## config.mk

```make
export PLATFORM = sky130hd
export DESIGN_NAME = tt_proj_mux_ctrl
export DESIGN_NICKNAME = d
export VERILOG_FILES = /design/src/rtl/tt_proj_mux_ctrl.sv
export SDC_FILE = /design/constraint.sdc
export NUM_CORES = 1
export LEC_CHECK = 0
export ABC_AREA = 1
export CAP_MARGIN = 40
export CORE_ASPECT_RATIO = 1.25
export CORE_MARGIN = 2
export CORE_UTILIZATION = 35
export DETAILED_ROUTE_END_ITERATION = 10
export PLACE_DENSITY = 0.91
export RECOVER_POWER = 100
export SYNTH_ARGS = -nofsm -noshare
export SYNTH_HDL_FRONTEND = slang
export SYNTH_SLANG_ARGS = --single-unit
```

## constraint.sdc

```tcl
create_clock -name clk -period 4.9 [get_ports clk]
set_input_delay 0.98 -clock clk [delete_from_list [all_inputs] [get_ports clk]]
set_output_delay 0.98 -clock clk [all_outputs]
set_load 0.01 [all_outputs]
```

## src/rtl/tt_proj_mux_ctrl.sv

```systemverilog
// tt_proj_mux_ctrl: hosts NUM_PROJ user project slots behind one shared pad bus.
// Broadcasts the pad input word to all slots, enables at most one slot, and
// registers the selected slot's output word back onto the pads. Switching is
// sequenced (drain, then reset hold) so no slot sees a glitched ena or rst_n.
//
// state  | meaning
// -------+-------------------------------------------------------------
// OFF    | no slot enabled, waiting for a request
// SWITCH | drain: all ena low for DRAIN_CYCLES
// HOLD   | target ena high, project rst_n forced low for RST_CYCLES
// ACTIVE | target slot running, its outputs routed to the pads

module tt_proj_mux_ctrl #(
    parameter int NUM_PROJ     = 4,
    parameter int SEL_W        = 4,
    parameter int IW_W         = 18,
    parameter int OW_W         = 24,
    parameter int DRAIN_CYCLES = 2,
    parameter int RST_CYCLES   = 8
) (
    input  logic                     clk,
    input  logic                     rst,
    input  logic                     sel_valid,
    input  logic [SEL_W-1:0]         sel_id,
    output logic                     sel_ready,
    input  logic [IW_W-1:0]          iw_in,
    output logic [IW_W-1:0]          iw_out,
    output logic [NUM_PROJ-1:0]      ena_out,
    input  logic [NUM_PROJ*OW_W-1:0] ow_in,
    output logic [OW_W-1:0]          ow_out,
    output logic [SEL_W-1:0]         active_id,
    output logic                     busy
);

    localparam int CNT_MAX = (DRAIN_CYCLES > RST_CYCLES) ? DRAIN_CYCLES : RST_CYCLES;
    localparam int CNT_W   = $clog2(CNT_MAX + 1);

    typedef enum logic [1:0] {
        ST_OFF    = 2'd0,
        ST_SWITCH = 2'd1,
        ST_HOLD   = 2'd2,
        ST_ACTIVE = 2'd3
    } state_t;

    state_t              state, state_nxt;
    logic [CNT_W-1:0]    cnt, cnt_nxt;
    logic [SEL_W-1:0]    target, target_nxt;
    logic [SEL_W-1:0]    active_nxt;
    logic [NUM_PROJ-1:0] ena_nxt;
    logic [NUM_PROJ-1:0] target_onehot;
    logic [OW_W-1:0]     ow_nxt;
    logic [OW_W-1:0]     sel_ow;
    logic                accept;
    logic                target_ok;

    assign sel_ready = (state == ST_OFF) || (state == ST_ACTIVE);
    assign busy      = (state == ST_SWITCH) || (state == ST_HOLD);
    assign accept    = sel_valid && sel_ready;
    assign target_ok = int'(target) < NUM_PROJ;

    // Decode the latched target into a one-hot enable and mux the active slot's outputs.
    always_comb begin
        target_onehot = '0;
        sel_ow        = '0;
        for (int k = 0; k < NUM_PROJ; k++) begin
            target_onehot[k] = (target == SEL_W'(k));
            if (active_id == SEL_W'(k)) begin
                sel_ow = ow_in[k*OW_W +: OW_W];
            end
        end
    end

    // Pad input broadcast: project clock always passes, rst_n only runs in ACTIVE,
    // data bits are gated off while no slot is enabled.
    always_comb begin
        iw_out    = '0;
        iw_out[0] = iw_in[0];
        iw_out[1] = (state == ST_ACTIVE) ? iw_in[1] : 1'b0;
        if ((state == ST_HOLD) || (state == ST_ACTIVE)) begin
            iw_out[IW_W-1:2] = iw_in[IW_W-1:2];
        end
    end

    // Next-state, counter, enable and output-word logic.
    always_comb begin
        state_nxt  = state;
        cnt_nxt    = cnt;
        target_nxt = target;
        active_nxt = active_id;
        ena_nxt    = ena_out;
        case (state)
            ST_OFF, ST_ACTIVE: begin
                if (accept) begin
                    state_nxt  = ST_SWITCH;
                    target_nxt = sel_id;
                    cnt_nxt    = CNT_W'(DRAIN_CYCLES);
                    ena_nxt    = '0;
                end
            end
            ST_SWITCH: begin
                if (cnt <= CNT_W'(1)) begin
                    if (target_ok) begin
                        state_nxt  = ST_HOLD;
                        ena_nxt    = target_onehot;
                        active_nxt = target;
                        cnt_nxt    = CNT_W'(RST_CYCLES);
                    end else begin
                        state_nxt = ST_OFF;
                        ena_nxt   = '0;
                        cnt_nxt   = '0;
                    end
                end else begin
                    cnt_nxt = cnt - CNT_W'(1);
                end
            end
            ST_HOLD: begin
                if (cnt <= CNT_W'(1)) begin
                    state_nxt = ST_ACTIVE;
                    cnt_nxt   = '0;
                end else begin
                    cnt_nxt = cnt - CNT_W'(1);
                end
            end
            default: begin
                state_nxt = ST_OFF;
                ena_nxt   = '0;
                cnt_nxt   = '0;
            end
        endcase
        // Clearing on the accepting edge keeps the old slot's data off the pads
        // for the whole drain, not just from the second SWITCH cycle on.
        ow_nxt = ((state == ST_ACTIVE) && !accept) ? sel_ow : '0;
    end

    // State and output registers with synchronous reset.
    always_ff @(posedge clk) begin
        if (rst) begin
            state     <= ST_OFF;
            cnt       <= '0;
            target    <= '0;
            active_id <= '0;
            ena_out   <= '0;
            ow_out    <= '0;
        end else begin
            state     <= state_nxt;
            cnt       <= cnt_nxt;
            target    <= target_nxt;
            active_id <= active_nxt;
            ena_out   <= ena_nxt;
            ow_out    <= ow_nxt;
        end
    end

endmodule

```

After elaboration in Yosys (flattened, before gate mapping) --
Cells that the tools add are included.
Cells by class: multiplexer cells 20, eq/ne operators 12, bitwise operators 1, $lt $le $gt $ge 2, add/sub/neg operators 1, multiply operators 0, reduce and logical (&&, ||, !) cells 16, div/mod/pow operators 0, shifts and indexed selects 0
Operators by type and width (number):
- 24-bit 2-to-1 mux | 4
- 4-bit 2-to-1 mux | 7
- 4-bit by 2-bit equality test with 1-bit output, second input constant | 4
- 16-bit 2-to-1 mux | 1
- 4-bit one-hot mux with 3 select lines | 1
- 3-bit AND reduction | 3
- 4-bit by 1-bit equality test with 1-bit output, second input constant | 2
- 4-bit zero test | 2
- 2-bit 2-to-1 mux | 4
- 4-bit one-hot mux with 2 select lines | 1
- 2-bit one-hot mux with 3 select lines | 1
- 2-bit equality test, second input constant | 2
- 4-bit by 1-bit less-or-equal comparator with 1-bit output, second input constant | 1
- 4-bit by 3-bit < comparator with 1-bit output, second input constant | 1
- 2-bit by 1-bit inequality test with 1-bit output, second input constant | 2
- 2-bit OR reduction | 2
- 4-bit by 1-bit subtractor with 4-bit output, second input constant | 1
- 1-bit logical OR | 3
- 2-bit by 1-bit equality test with 1-bit output, second input constant | 1
- 1-bit logical AND | 2
- 2-bit zero test | 1
- 2-bit inequality test, second input constant | 1
- 2-bit AND reduction | 1
- 2-bit nonzero test | 1
- 3 further kinds | 3
Word-level totals: memory bits (writable) 0, word-level logic and storage cells 58, memory bits (read-only) 0, output and inout bits 52, latch bits 0, flip-flop bits (word level) 42, input bits 121, memories 0

Depth between registers and ports, before layout --
Gate-level depths: netlist of the first run.
depth after elaboration 7, depth in mapped cells 10, depth with buffers taken out 10

Worst setup path after synthesis of the first run --
No wires, ideal clock.
kind register to output, from reg state[0], to out iw_out[10], data required time 3.920 ns, path slack 2.590 ns, buffers on the path 1, stages on the path, launching flop included 6, arrival 1.330 ns, path through dfxtp_1 -> inv_1 -> ha_1 -> nor2_1 -> clkbuf_1 -> nor2_1
Between the ends: word-level cells in the longest chain between the ends 3, elaborated cells between the ends (all ways) 4, classes of those cells eq/ne (2); mux (1); reduce/logical (1)
Ends and longest elaborated chain:
- from (decl) | RTL line 45 | state_t state, state_nxt;
- from (signal assigned) | RTL line 145 | state <= state_nxt;
- 2-bit equality test | RTL line 79 | if ((state == ST_HOLD) || (state == ST_ACTIVE)) begin
- 1-bit logical OR (*) | RTL line 79
- 16-bit 2-to-1 mux (*) | RTL line 79
- to (decl) | RTL line 27 | output logic [IW_W-1:0] iw_out,
Mark *: on every way between the ends. The rest lies on a longest branch, timed or not.

Worst setup path after layout of the first run --
from reg state[0], to out iw_out[15]
Same word-level chain as after synthesis.

==> impl_metrics.ini, run 1 <==
[sta]
finClkSkew_ps = 9.57
final.min_clock_period_ps = 3440
hold_viol = 0
fin_tns_setup_ps = 0
worst_pin_slew_ps = 688
setup_viol = 0
relSlewSlack_pct = 54.0
rsz0062_at_grt = no
fin_crit_sh_pct = 70.1
finalMaxSlewViolations = 0
max_freq_mhz = 291

[route]
wire_per_inst_um = 13.9
detail-route-antenna-nets = 0
first_iter_violations = 75
wl_mm = 8.16
routed_via_density = 4.86
top_layer_used = met4
num_vias = 2859
wl_met1_mm = 3.00
met2_length_mm = 4.15
first_pass_iters = 4
drc = 0
dr_wl_met3_um = 799

[die]
die_h_um = 93.5
chipWidth_um = 75.6
start_util_pct = 36.3
ios = 173
fp-row-count = 32
core_sq_mm = 0.00617
die_area_sq_mm = 0.00706

[final_layout]
seq_area_sq_um = 841
drive_gt1_share_pct = 3.18
fill_cells = 513
fin_area_sq_mm = 0.00407
multi_input_area_sq_mm = 0.00117
final_util_pct = 66.1
fin_nets = 630
synthToLayoutAreaGrowth_pct = 81.7
stdcell_count = 588
diodes = 0

[pwr]
comb_power_share_pct = 51.0
switching_share_pct = 40.8
switchingPower_w = 0.000534
ir_worst_vdd_v = 0.000228
p_clk_share_pct = 17.1
internal-power_w = 0.000776
powerDensity_mw_per_mm2 = 322
finalPower_w = 0.00131
p_leak_nw = 1.85
power.share.sequential_pct = 32.0

[critical_path]
reg2reg_depth = 5
end_kind = primary output
worstPathRequired_ps = 3920
cp-start-kind = register
cp_max_fo = 10
timing_worst_setup_path_type = register to primary output
cp.arrival_ps = 2460
r2r_slack_ps = 2870
r2r_start = active_id[2]$_SDFFE_PP0P_
rr_endpoint = ow_out[3]$_SDFF_PP0_

[clock_tree]
clkLatencyLatePin_ps = 290
cts_tree = done
post_cts_resized = 0
cts_buffers = 5
htreeDepth = 2
postCtsHoldBufs = 0
clock_sinks = 42
clk_pin_slew_worst_paths_ps = 90
cts_setup_buffers = 0
clockRootBuffer = clkbuf_8
ctsLongestPathBuffers = 2

[synth]
syn_nets = 466
synth.top_cell.area_share_pct = 37.5
ys_seq_elements = 42
synth_cells = 338
synth_area_sq_mm = 0.00224
seq_area_frac_synth_pct = 37.5
synth.largest_area_cell = dfxtp_1
ys_warn_count = 0
synth_area_per_cell_sq_um = 6.63
ys_top_cells_by_area = dfxtp_1 38%, nand2_1 14%, a21oi_1 13%
yosysUniqueCellTypes = 23

[hold_path]
hold_path_end = ena_out[1]$_SDFFE_PP0P_
hp-start = ena_out[1]$_SDFFE_PP0P_
hp-class = register to register
hold_depth = 2

[global_routing]
grt_usage_pct = 22.5
grt_pass1_vias = 2808
grt_antenna_before_repair = 0
grt_max_degree = 27
grt_overflow = 0
grt_pass1_wl_mm = 12.3

[placed_design]
gp_congestion = 0.822
placedCellCount = 580
place_area_sq_mm = 0.00399
dpl.hpwl_mm = 6.35
io_buffers = 170

[run_status]
status = finished clean

[flow_run]
maxCapViolations = 0
-- cells in the final DEF (no fill, tap or decap), types with 2 or more instances in the layout --
master and instances:
o21ai_0 13, nor2_1 35, nor2_4 3, clkdlybuf4s50_1 118, inv_1 36, dfxtp_1 42
o31ai_1 4, nand3_1 26, a21oi_1 56, a31oi_1 5, inv_2 2, clkbuf_8 5
ha_1 7, dlygate4sd3_1 52, nand2_1 86
-- flip-flops by register name, summed over array words and instances (netlist names) --
signal	count
active_id	4
target	4
ow_out	24
state	2
cnt	4
ena_out	4
-- cell type report --
type,instances,area share (%)
Tap cell,85,2.61
Inverter,38,3.50
Clock buffer,5,1.69
Clock inverter,3,0.522
Sequential cell,42,20.6
Timing Repair Buffer,172,42.2
Multi-Input combinational cell,243,28.8
-- Yosys cell counts, drive strengths merged --
| library cell | instances |
|---|---|
| a21oi | 56 |
| inv | 38 |
| dfxtp | 42 |
| nand2 | 87 |
| nor2 | 39 |
| ha | 7 |
| a211oi | 1 |
| o21bai | 1 |
| nand3 | 26 |
| clkbuf | 4 |
| o31ai | 4 |
| xor2 | 1 |
| nand4 | 1 |
| o211ai | 1 |
| nor3 | 1 |
| o21ai | 13 |
| buf | 11 |
| a31oi | 5 |
-- how the worst max path moves through the flow --
stage,depth (start not counted),from,to
floorplan,5,state[0]$_SDFFE_PP0P_,iw_out[10]
global placement,4,iw_in[17],iw_out[17]
detailed placement,4,iw_in[4],iw_out[4]
CTS,6,state[0]$_SDFFE_PP0P_,iw_out[13]
global route,6,state[0]$_SDFFE_PP0P_,iw_out[14]
finish,6,state[0]$_SDFFE_PP0P_,iw_out[15]
-- cell families after synthesis --
kind of cell             count (synthesis)  synth area share, %
AO/OA/AOI/OAI                           81                 19.2
XOR/XNOR                                 1                0.391
adder cells (fa/ha/maj)                  7                 3.91
buffers and inverters                   53                 10.3
flip-flops                              42                 37.5
AND/OR/NAND/NOR                        154                 28.8
-- critical path, stage by stage (launching register included) --
cell and delay (ps):
dfxtp_1 410, inv_1 100, ha_1 240, nor2_1 360, clkbuf_1 360, nor2_1 70, dlygate4sd3_1 610
-- power by group through the flow --
| stage | sequential, W | combinational [W] | clock (W) |
|---|---|---|---|
| after floorplan | 0.000428 | 0.000399 | 0 |
| after global placement | 0.000424 | 0.000649 | 0 |
| after detailed placement | 0.000427 | 0.000688 | 0 |
| after CTS | 0.000420 | 0.000693 | 0.000231 |
| after global routing | 0.000426 | 0.000748 | 0.000242 |
| final | 0.000419 | 0.000667 | 0.000224 |
-- through the flow --
step,worst slack [ps],hold slack [ps]
2_1_floorplan,2590,455
3_3_place_gp,1800,461
3_5_place_dp,1780,485
4_1_cts,1690,499
5_1_grt,1260,531
6_report,1460,501
-- per-layer routing --
layer  global-route usage, %  vias up
li1                        -     1417
met1                    22.1     1284
met2                    42.3      138
met3                    6.25       20
met4                    9.50        0
met5                       0        -
Note: power is estimated with default switching activity, not from simulation.
==> run 2, diff against run 1 <==
Settings changed: CORE_UTILIZATION 35 to 34, PLACE_DENSITY 0.91 to 0.89.
Clock period 4.9 ns to 3.35 ns, I/O delays scaled along.
==> run 2 against run 1 <==
Against the previous run: non-clock buffer count is the same; power up 48%; clock power increased by 57%; via count is 0.98% higher; clock-buffer cell count stayed put; global-route usage fell by 0.52 points; hold slack lost 8.5 ps; final cell count up 0.34%; wire length fell by 0.38%; critical path depth stayed put; design area barely moved; clock skew is 2.8 ps lower; largest power group unchanged; highest routed layer unchanged.
==> impl_metrics.ini, run 2 (synthesis gave the netlist of run 1 again) <==
[run_status]
status = finished clean

[global_routing]
met1_usage_pct = 23.4
grt_antenna_before_repair = 0
grt_busiest_layer = met2
met2_usage_pct = 42.3
grt_max_degree = 27
grt_usage_pct = 22.0
use_met3_pct = 6.41
grt_overflow = 0
grt_pass1_wl_mm = 12.8
grt_pass1_vias = 2838

[placed_design]
place_area_sq_mm = 0.00399
io_buffers = 170
dpl.hpwl_mm = 6.44
place_ws_ps = 679
gp_congestion = 0.805

[pwr]
powerDensity_mw_per_mm2 = 477
ir_worst_vdd_v = 0.000292
p_leak_nw = 1.86

[critical_path]
path_cells = inv_1, ha_1, nor2_1, buf_4, nor2_1, dlygate4sd3_1
cp_max_fo = 16
rr_endpoint = ow_out[13]$_SDFF_PP0_
slowest_stage = dlygate4sd3_1
worstPathRequired_ps = 2680
path_common_cell = nor2_1
slowest_delay_ps = 600
cp.arrival_ps = 1980
r2r_slack_ps = 770
timing_worst_setup_path_type = register to primary output
end_kind = primary output
path_delay_family = buffers and inverters
r2r_start = active_id[2]$_SDFFE_PP0P_
cp-start-kind = register
reg2reg_depth = 5
crit_buf_inv = 3

[clock_tree]
cts_setup_buffers = 0
clk_pin_slew_worst_paths_ps = 90
clock_sinks = 42
clkLatencyLatePin_ps = 300
cts_buffers = 5
postCtsHoldBufs = 0
htreeDepth = 2
post_cts_resized = 0
cts_tree = done
ctsLongestPathBuffers = 2
clockRootBuffer = clkbuf_8

[route]
detail-route-antenna-nets = 0
drc = 0
routed_via_density = 4.89
num_vias = 2887
wire_per_inst_um = 13.8
first_pass_iters = 4
wl_mm = 8.13
first_iter_violations = 112

[hold_path]
hold_path_end = target[3]$_SDFFE_PP0P_
hold_depth = 2
hp-start = target[3]$_SDFFE_PP0P_
hp-class = register to register

[die]
die_area_sq_mm = 0.00726
chipWidth_um = 76.6
core_sq_mm = 0.00648
fp-row-count = 33
start_util_pct = 34.6
ios = 173
die_h_um = 94.8

[final_layout]
largest_reg_flops = 24
seq_area_sq_um = 841
final_util_pct = 62.8
multi_input_area_sq_mm = 0.00116
fill_cells = 558
largest_register = ow_out
drive_gt1_share_pct = 3.18
diodes = 0
synthToLayoutAreaGrowth_pct = 81.8
layout_commonest_cell = clkdlybuf4s50_1
fin_nets = 630
final_cell_mix = 120 x clkdlybuf4s50_1, 87 x nand2_1, 56 x a21oi_1
fin_area_sq_mm = 0.00407

[flow_run]
maxCapViolations = 0

[sta]
hold_viol = 0
max_freq_mhz = 377
fin_crit_sh_pct = 79.1
setup_viol = 0
rsz0062_at_grt = no
worst_pin_slew_ps = 1030
final.min_clock_period_ps = 2650
fin_tns_setup_ps = 0
whs_ps = 493
finClkSkew_ps = 6.81
finalMaxSlewViolations = 0
relSlewSlack_pct = 31.1
fin_ws_ps = 699
-- run 2: final cells by class --
| class | instances | share of cell area [%] |
|---|---|---|
| Tap cell | 87 | 2.67 |
| Clock buffer | 5 | 1.69 |
| Timing Repair Buffer | 172 | 42.3 |
| Sequential cell | 42 | 20.6 |
| Multi-Input combinational cell | 243 | 28.5 |
| Clock inverter | 3 | 0.706 |
| Inverter | 38 | 3.50 |
-- run 2: worst max-delay path by stage --
stage	end	cells past startpoint	start
detailed placement	ow_out[3]$_SDFF_PP0_	6	rst
floorplan	iw_out[10]	5	state[0]$_SDFFE_PP0P_
global placement	ow_out[3]$_SDFF_PP0_	6	rst
global route	ow_out[3]$_SDFF_PP0_	5	active_id[2]$_SDFFE_PP0P_
CTS	iw_out[4]	6	state[0]$_SDFFE_PP0P_
finish	iw_out[4]	6	state[0]$_SDFFE_PP0P_
-- run 2: per-stage QoR --
step                      power [W]  instances
after CTS                   0.00200        590
after detailed placement    0.00164        582
after global routing        0.00211        590
after global placement      0.00157        581
after floorplan             0.00121        338
final                       0.00194        590
-- run 2: where the power goes --
part / switching (W) / total [W] / internal (W)
Sequential: 0.0000482 / 0.000608 / 0.000560
Combinational: 0.000554 / 0.000984 / 0.000429
Clock: 0.000195 / 0.000351 / 0.000156
-- run 2: worst min-delay path, stage by stage, from the launching register on --
cell	delay (ps)
dfxtp_1	340
nor2_1	50
nor2_1	80
-- run 2: layer usage --
metal  up-vias  wire length, um
met4         0               86
met2       135             4210
met1      1329             3180
li1       1414                -
met3         9              653
met5         -                0
==> run 3, diff against run 2 <==
Clock period 3.35 ns to 2.7 ns, I/O delays scaled along.
==> run 3 against run 2 <==
Against the previous run: via count increased by 0.42%; die area unchanged; power increased by 24%; worst setup slack got worse by 460 ps; clock power increased by 25%; largest cell class unchanged.
==> impl_metrics.ini, run 3 (synthesis gave the netlist of run 1 again) <==
[pwr]
powerDensity_mw_per_mm2 = 591
finalPower_w = 0.00241
p_leak_nw = 1.81
ir_worst_vdd_v = 0.000398

[hold_path]
hp-class = register to register

[critical_path]
slowest_stage = dlygate4sd3_1
path_common_cell = inv_1
slowest_delay_ps = 620
timing_worst_setup_path_type = register to primary output
cp.arrival_ps = 1920
worstPathRequired_ps = 2160
path_delay_family = buffers and inverters
crit_buf_inv = 3
end_kind = primary output
cp_max_fo = 8
path_cells = inv_1, ha_1, inv_1, dlygate4sd3_1
cp-start-kind = register

[global_routing]
grt_overflow = 0
grt_pass1_wl_mm = 13.0
grt_pass1_vias = 2850
grt_usage_pct = 22.3
grt_antenna_before_repair = 0
grt_max_degree = 25

[sta]
finalMaxSlewViolations = 0
rsz0062_at_grt = no
setup_viol = 0
final.min_clock_period_ps = 2460
fin_tns_setup_ps = 0
hold_viol = 0
whs_ps = 472
worst_pin_slew_ps = 1080
finClkSkew_ps = 7.44
max_freq_mhz = 406
fin_crit_sh_pct = 91.1
relSlewSlack_pct = 27.9

[die]
ios = 173
start_util_pct = 34.6
fp-row-count = 33
die_area_sq_mm = 0.00726
die_h_um = 94.8
chipWidth_um = 76.6
core_sq_mm = 0.00648

[route]
wl_mm = 8.37
wire_per_inst_um = 14.1
first_iter_violations = 74
detail-route-antenna-nets = 0
routed_via_density = 4.90
num_vias = 2899
drc = 0
first_pass_iters = 4

[final_layout]
layout_commonest_cell = clkdlybuf4s50_1
largest_register = ow_out
largest_reg_flops = 24
drive_gt1_share_pct = 3.76
fin_nets = 632
synthToLayoutAreaGrowth_pct = 82.2
final_cell_mix = 135 x clkdlybuf4s50_1, 86 x nand2_1, 56 x a21oi_1
diodes = 0
final_util_pct = 63.0

[clock_tree]
clk_pin_slew_worst_paths_ps = 90
ctsLongestPathBuffers = 2
post_cts_resized = 0
cts_setup_buffers = 0
clockRootBuffer = clkbuf_8
htreeDepth = 2
postCtsHoldBufs = 0
clkLatencyLatePin_ps = 290
clock_sinks = 42
cts_tree = done
cts_buffers = 5

[placed_design]
gp_congestion = 0.793
io_buffers = 170
dpl.hpwl_mm = 6.60

[flow_run]
maxCapViolations = 0

[run_status]
status = finished clean
-- run 3: cell types whose count changed in the layout (fill, tap and decap cells not counted), sizes merged --
cell           previous run  this run
dlygate4sd3              50        35
clkdlybuf4s50           120       135
buf                       2         4
-- run 3: final cells by class --
type	count	area, sq um
clock inverter	3	28.8
timing repair buffer	174	1730
clock buffer	5	68.8
multi-input combinational	243	1160
tap	87	109
sequential	42	841
fill	574	2400
inverter	38	143
-- run 3: worst register-to-register path, cell delays in order, from the launching register on --
cell     delay (ps)
dfxtp_1         340
nor2_2          550
nand2_4         170
nor2_2          850
a21oi_1         190
a21oi_1         200
-- run 3: stage by stage --
step	instances	instance area (sq um)	setup WS [ps]
global placement	584	4000	472
floorplan	338	2240	830
finish	592	4080	240
global route	592	4080	74.3
detailed placement	584	4000	401
CTS	592	4090	264
-- run 3: final timing paths --
path,startpoint,to,slack [ps],cells past startpoint
worst max register to register,active_id[2]$_SDFFE_PP0P_,ow_out[3]$_SDFF_PP0_,320,5
worst min-delay path,active_id[2]$_SDFFE_PP0P_,active_id[2]$_SDFFE_PP0P_,470,2
worst min register to register,active_id[2]$_SDFFE_PP0P_,active_id[2]$_SDFFE_PP0P_,470,2
worst max-delay path,state[0]$_SDFFE_PP0P_,sel_ready,240,4
-- run 3: routing by layer --
metal | global-route usage [%] | wire length (um)
met5 | 0 | 0
met4 | 6.82 | 147
met3 | 5.93 | 616
met2 | 43.8 | 4380
met1 | 23.0 | 3230
-- run 3: where the power goes --
group | switching (W) | leakage, nW | internal (W)
sequential | 0.0000635 | 0.341 | 0.000694
combinational | 0.000684 | 1.42 | 0.000532
clock | 0.000246 | 0.0506 | 0.000194
==> variant 1: new RTL, flow settings as in run 3 <==
Re-encode `state_t` (4 states) as one-hot, 4 bits wide.
--- a/src/rtl/tt_proj_mux_ctrl.sv
+++ b/src/rtl/tt_proj_mux_ctrl.sv
@@ -36,9 +36,9 @@
     localparam int CNT_W   = $clog2(CNT_MAX + 1);
 
-    typedef enum logic [1:0] {
-        ST_OFF    = 2'd0,
-        ST_SWITCH = 2'd1,
-        ST_HOLD   = 2'd2,
-        ST_ACTIVE = 2'd3
+    typedef enum logic [3:0] {
+        ST_OFF    = 4'b0001,
+        ST_SWITCH = 4'b0010,
+        ST_HOLD   = 4'b0100,
+        ST_ACTIVE = 4'b1000
     } state_t;
 
Function: no difference found for any inputs over 10 cycles, from zero or initial values and one cycle with rst high; not proved beyond that.
==> variant 1 against run 3 <==
First-iteration DRC count increased by 88%; sequential cell count increased by 2; area after synthesis increased by 17%; final area increased by 9.4%; worst setup slack got worse by 4.8 ps; clock power increased by 32%; critical path depth increased by 2; non-clock buffer count unchanged; combinational power decreased by 7%; total power increased by 4.9%; wire length increased by 10%; critical endpoint is now iw_out[4].
==> variant 1: results (changes against run 3) <==
[setup_path]
startpoint = state[0]
critical_path.slowest_cell = dlygate4sd3_1
crit_arrival_ps = 1920  ; about the same
r2r-start = active_id[2]
cp_max_fo = 16  ; +8
critical-path-max-stage-delay_ps = 610
critical-path-top-delay-family = buffers and inverters

[clock_tree]
clock_path_buffers = 2  ; unchanged
cts_root_buffer = clkbuf_8
clock_latency_ps = 290  ; about the same
h-tree-depth = 2  ; unchanged
cts_made_buffers = 5  ; unchanged
post_cts_buffers = 0  ; unchanged

[cells_and_area]
nNetsFinal = 714  ; +13%
top_register = ow_out
layout-drive-gt1-share = 0.0457  ; +0.00806
fillers = 668  ; +16%
diodes = 0  ; unchanged
largest_reg_flops = 24  ; unchanged

[routing]
vias = 3259  ; +12%
first_pass_iters = 4  ; unchanged
drt_iter0_drc = 139  ; +88%
routedWlPerCell_um = 13.5  ; -4.7%

[global_routing]
antenna_found_initial = 0  ; unchanged
grt_pass1_wl_mm = 14.2  ; +9.1%
grt_pass1_vias = 3110  ; +9.1%
grtUsageTotal = 0.215  ; -0.00765
grt_max_degree = 30  ; +20%

[sta]
skew_ps = 4.36  ; -3.08 ps
relSlewSlack = 0.524  ; +0.245

[synthesis]
yosys.cell_types.count = 27  ; +17%
synthDominantCellAreaShare = 0.337  ; -0.0387
synthArstFlopShare = 0  ; unchanged
synthTopCellsByCount = nand2_1, inv_1, nor2_1
yosysWarnings = 0  ; unchanged
ys.flop_type = dfxtp_1
seq_area_frac_synth = 0.337  ; -0.0387
synth.net_count = 551  ; +18%
synth_area_leaders = dfxtp_1, nand2_1, inv_1

[place]
gp_congestion = 0.863  ; +8.9%
numPortBuffers = 170  ; unchanged
dp_hpwl_mm = 7.21  ; +9.1%

[worst_hold_path]
hold_start = active_id[2]

[power_and_ir_drop]
ir_drop_uv = 446  ; +12%
p_leak_nw = 2.19  ; +21%

[status]
status = complete, no violations

[variant 1: cell count changes after synthesis, moves of 3 or more]
cell and delta:
a31oi_1 -5, ha_1 -5, o31ai_1 -4, nor2_2 +5, nand3_1 +13, nor2_1 +25
inv_1 +25, inv_2 +3, a21oi_1 -29, nand2_1 +18, nand3_2 +3, o21ai_1 +31
[variant 1: layout make-up]
| cell class | count | share of cell area |
|---|---|---|
| flip-flops and latches | 44 | 0.197 |
| repair buffers | 174 | 0.386 |
| inverters | 66 | 0.0555 |
| clock buffers | 5 | 0.0154 |
| well taps | 92 | 0.0258 |
| multi-input cells | 300 | 0.306 |
| clock inverters | 2 | 0.0134 |
[variant 1: cell families (layout without fill, tap and decap cells)]
kind of cell | count (synthesis) | after routing | share of synthesized area
compound gates | 74 | 74 | 0.143
xor+xnor | 1 | 1 | 0.00335
fa+ha+maj | 2 | 2 | 0.00956
buf+inv | 84 | 247 | 0.136
flops | 44 | 44 | 0.337
simple gates | 223 | 223 | 0.372
[variant 1: path summary, 6_finish.rpt]
kind	end	slack [ps]	cells past startpoint
setup reg to reg	ow_out[22]	390	7
setup / recovery	iw_out[4]	240	6
hold / removal	active_id[2]	480	2
hold reg to reg	active_id[2]	480	2
[variant 1: tightest hold or removal path, stage by stage, from the launching register on]
cell and delay (ps):
dfxtp_1 330, inv_1 70, nor3_1 50
[variant 1: through the flow]
stage	std cells	setup slack, ps	utilization	instance area, um2	total power [mW]
after floorplan	428	1060	-	2620	1.56
after global placement	676	477	0.589	4360	1.97
after detailed placement	676	457	0.589	4360	2.01
after CTS	683	141	0.606	4490	2.61
after global routing	683	63.3	0.604	4470	2.74
final	683	235	0.604	4470	2.53
[variant 1: per-layer routing]
metal,track usage,wire length (um)
met5,0,0
met4,0.0705,216
met3,0.0495,791
met2,0.406,4780
met1,0.231,3410
[variant 1: report_power, final]
group          internal [mW]  switching, mW  total (mW)
logic                  0.510          0.628        1.14
clock network          0.364          0.216       0.580
registers              0.739         0.0723       0.811
[variant 1: timing repair]
action / in CTS / in global routing
endpoints found under the hold margin: 0 / 0
resized for setup: 0 / 1
setup endpoints to repair: 0 / 6
==> variant 2: new RTL, config.mk and constraints of run 3 <==
Made on the original files. The parameter `RST_CYCLES` goes from 8 to 4.
--- a/src/rtl/tt_proj_mux_ctrl.sv
+++ b/src/rtl/tt_proj_mux_ctrl.sv
@@ -17,5 +17,5 @@
     parameter int OW_W         = 24,
     parameter int DRAIN_CYCLES = 2,
-    parameter int RST_CYCLES   = 8
+    parameter int RST_CYCLES   = 4
 ) (
     input  logic                     clk,
Function: changed (a bounded check fails within 10 cycles, from zero or initial values and one cycle with rst high).
==> variant 2 against run 3 <==
Global-route usage down 0.066 points; first-iteration DRC count up 19%; total power up 4.3%; sequential cell count down 1; area after synthesis up 4.3%; worst setup slack worse by 49 ps; critical path type unchanged; register-to-register slack better by 110 ps; wire length up 2.1%; final area up 2.4%; clock power up 13%.
==> variant 2: results (changes against run 3) <==
[status]
status = complete, no violations

[global_routing]
use_met3 = 0.0840  ; +0.0247
grtUsageTotal = 0.222  ; -0.000660
grt_util_met1 = 0.225  ; -0.00570
met2_usage = 0.404  ; -0.0342
grt_pass1_vias = 2951  ; +3.5%
grt_pass1_wl_mm = 13.5  ; +4.0%

[power_and_ir_drop]
switching_share = 0.405  ; -0.00674
seqPwrFrac = 0.294  ; -0.020
pwr-share-comb = 0.509  ; +0.005
ir_drop_uv = 379  ; -4.8%
intPower_mw = 1.50  ; +5.5%

[routing]
met2_length_mm = 4.12  ; -6.1%
wl_met3_um = 969  ; +57%
routedWlPerCell_um = 13.4  ; -5.4%
wl_met1_mm = 3.21  ; -0.46%
drt_iter0_drc = 88  ; +19%
viasPerCell = 4.70  ; -4.0%

[cells_and_area]
nNetsFinal = 679  ; +7.4%
buffer_area_frac = 0.411  ; -0.0135
multiInputGateArea_um2 = 1230  ; +6.0%
fillers = 549  ; -4.4%
post-route-util = 0.633  ; +0.00296
n_clock_buffer = 6  ; +1
layout-drive-gt1-share = 0.0272  ; -0.0104
comb.multi_input.count = 280  ; +15%
clk_share = 0.0266  ; +0.00273

[place]
placed_cell_area_um2 = 4080  ; +2.2%
post-place-cells = 631  ; +8.0%
dp_hpwl_mm = 6.87  ; +4.1%
pre_cts_ws_ps = 451  ; +50.8 ps
gp_congestion = 0.833  ; +5.0%

[setup_path]
r2r_slack_ps = 430  ; +110 ps
r2r-end = ow_out[12]
critical-path-max-stage-delay_ps = 600  ; -20 ps
crit_end = iw_out[8]
crit_arrival_ps = 1970  ; +50 ps
cp_max_fo = 16  ; +8

[synthesis]
synth.net_count = 514  ; +10%
seq_area_frac_synth = 0.351  ; -0.0240
synthTopCellsByCount = nand2_1, nor2_1, inv_1
synthDominantCellAreaShare = 0.351  ; -0.0240
yosys.cell_types.count = 22  ; -4.3%

[sta]
min_period_ps = 2510  ; +48.7 ps
skew_ps = 7.90  ; +0.467 ps

variant 2: worst min path at each step:
stage / start / endpoint / slack, ps / depth (start not counted)
after floorplan: target[2] / target[2] / 450 / 2
after global placement: ena_out[1] / ena_out[1] / 450 / 2
after detailed placement: ena_out[0] / ena_out[0] / 470 / 2
after CTS: ena_out[0] / ena_out[0] / 490 / 2
after global routing: target[3] / target[3] / 520 / 2
final: ena_out[0] / ena_out[0] / 480 / 2
variant 2: kinds of logic (layout without fill, tap and decap cells):
family | after synthesis | after routing | synth area share
AO/OA/AOI/OAI | 39 | 39 | 0.0969
XOR/XNOR | 1 | 1 | 0.00375
adder cells (fa/ha/maj) | 7 | 7 | 0.0375
buffers and inverters | 65 | 231 | 0.116
flip-flops | 41 | 41 | 0.351
AND/OR/NAND/NOR | 233 | 233 | 0.395
variant 2: worst register-to-register path, cell delays in order (launching register included):
cell	delay [ps]
dfxtp_1	350
nor2_4	190
nand2_1	340
nor2_2	910
nand2_1	140
o211ai_1	150
nor2_1	90
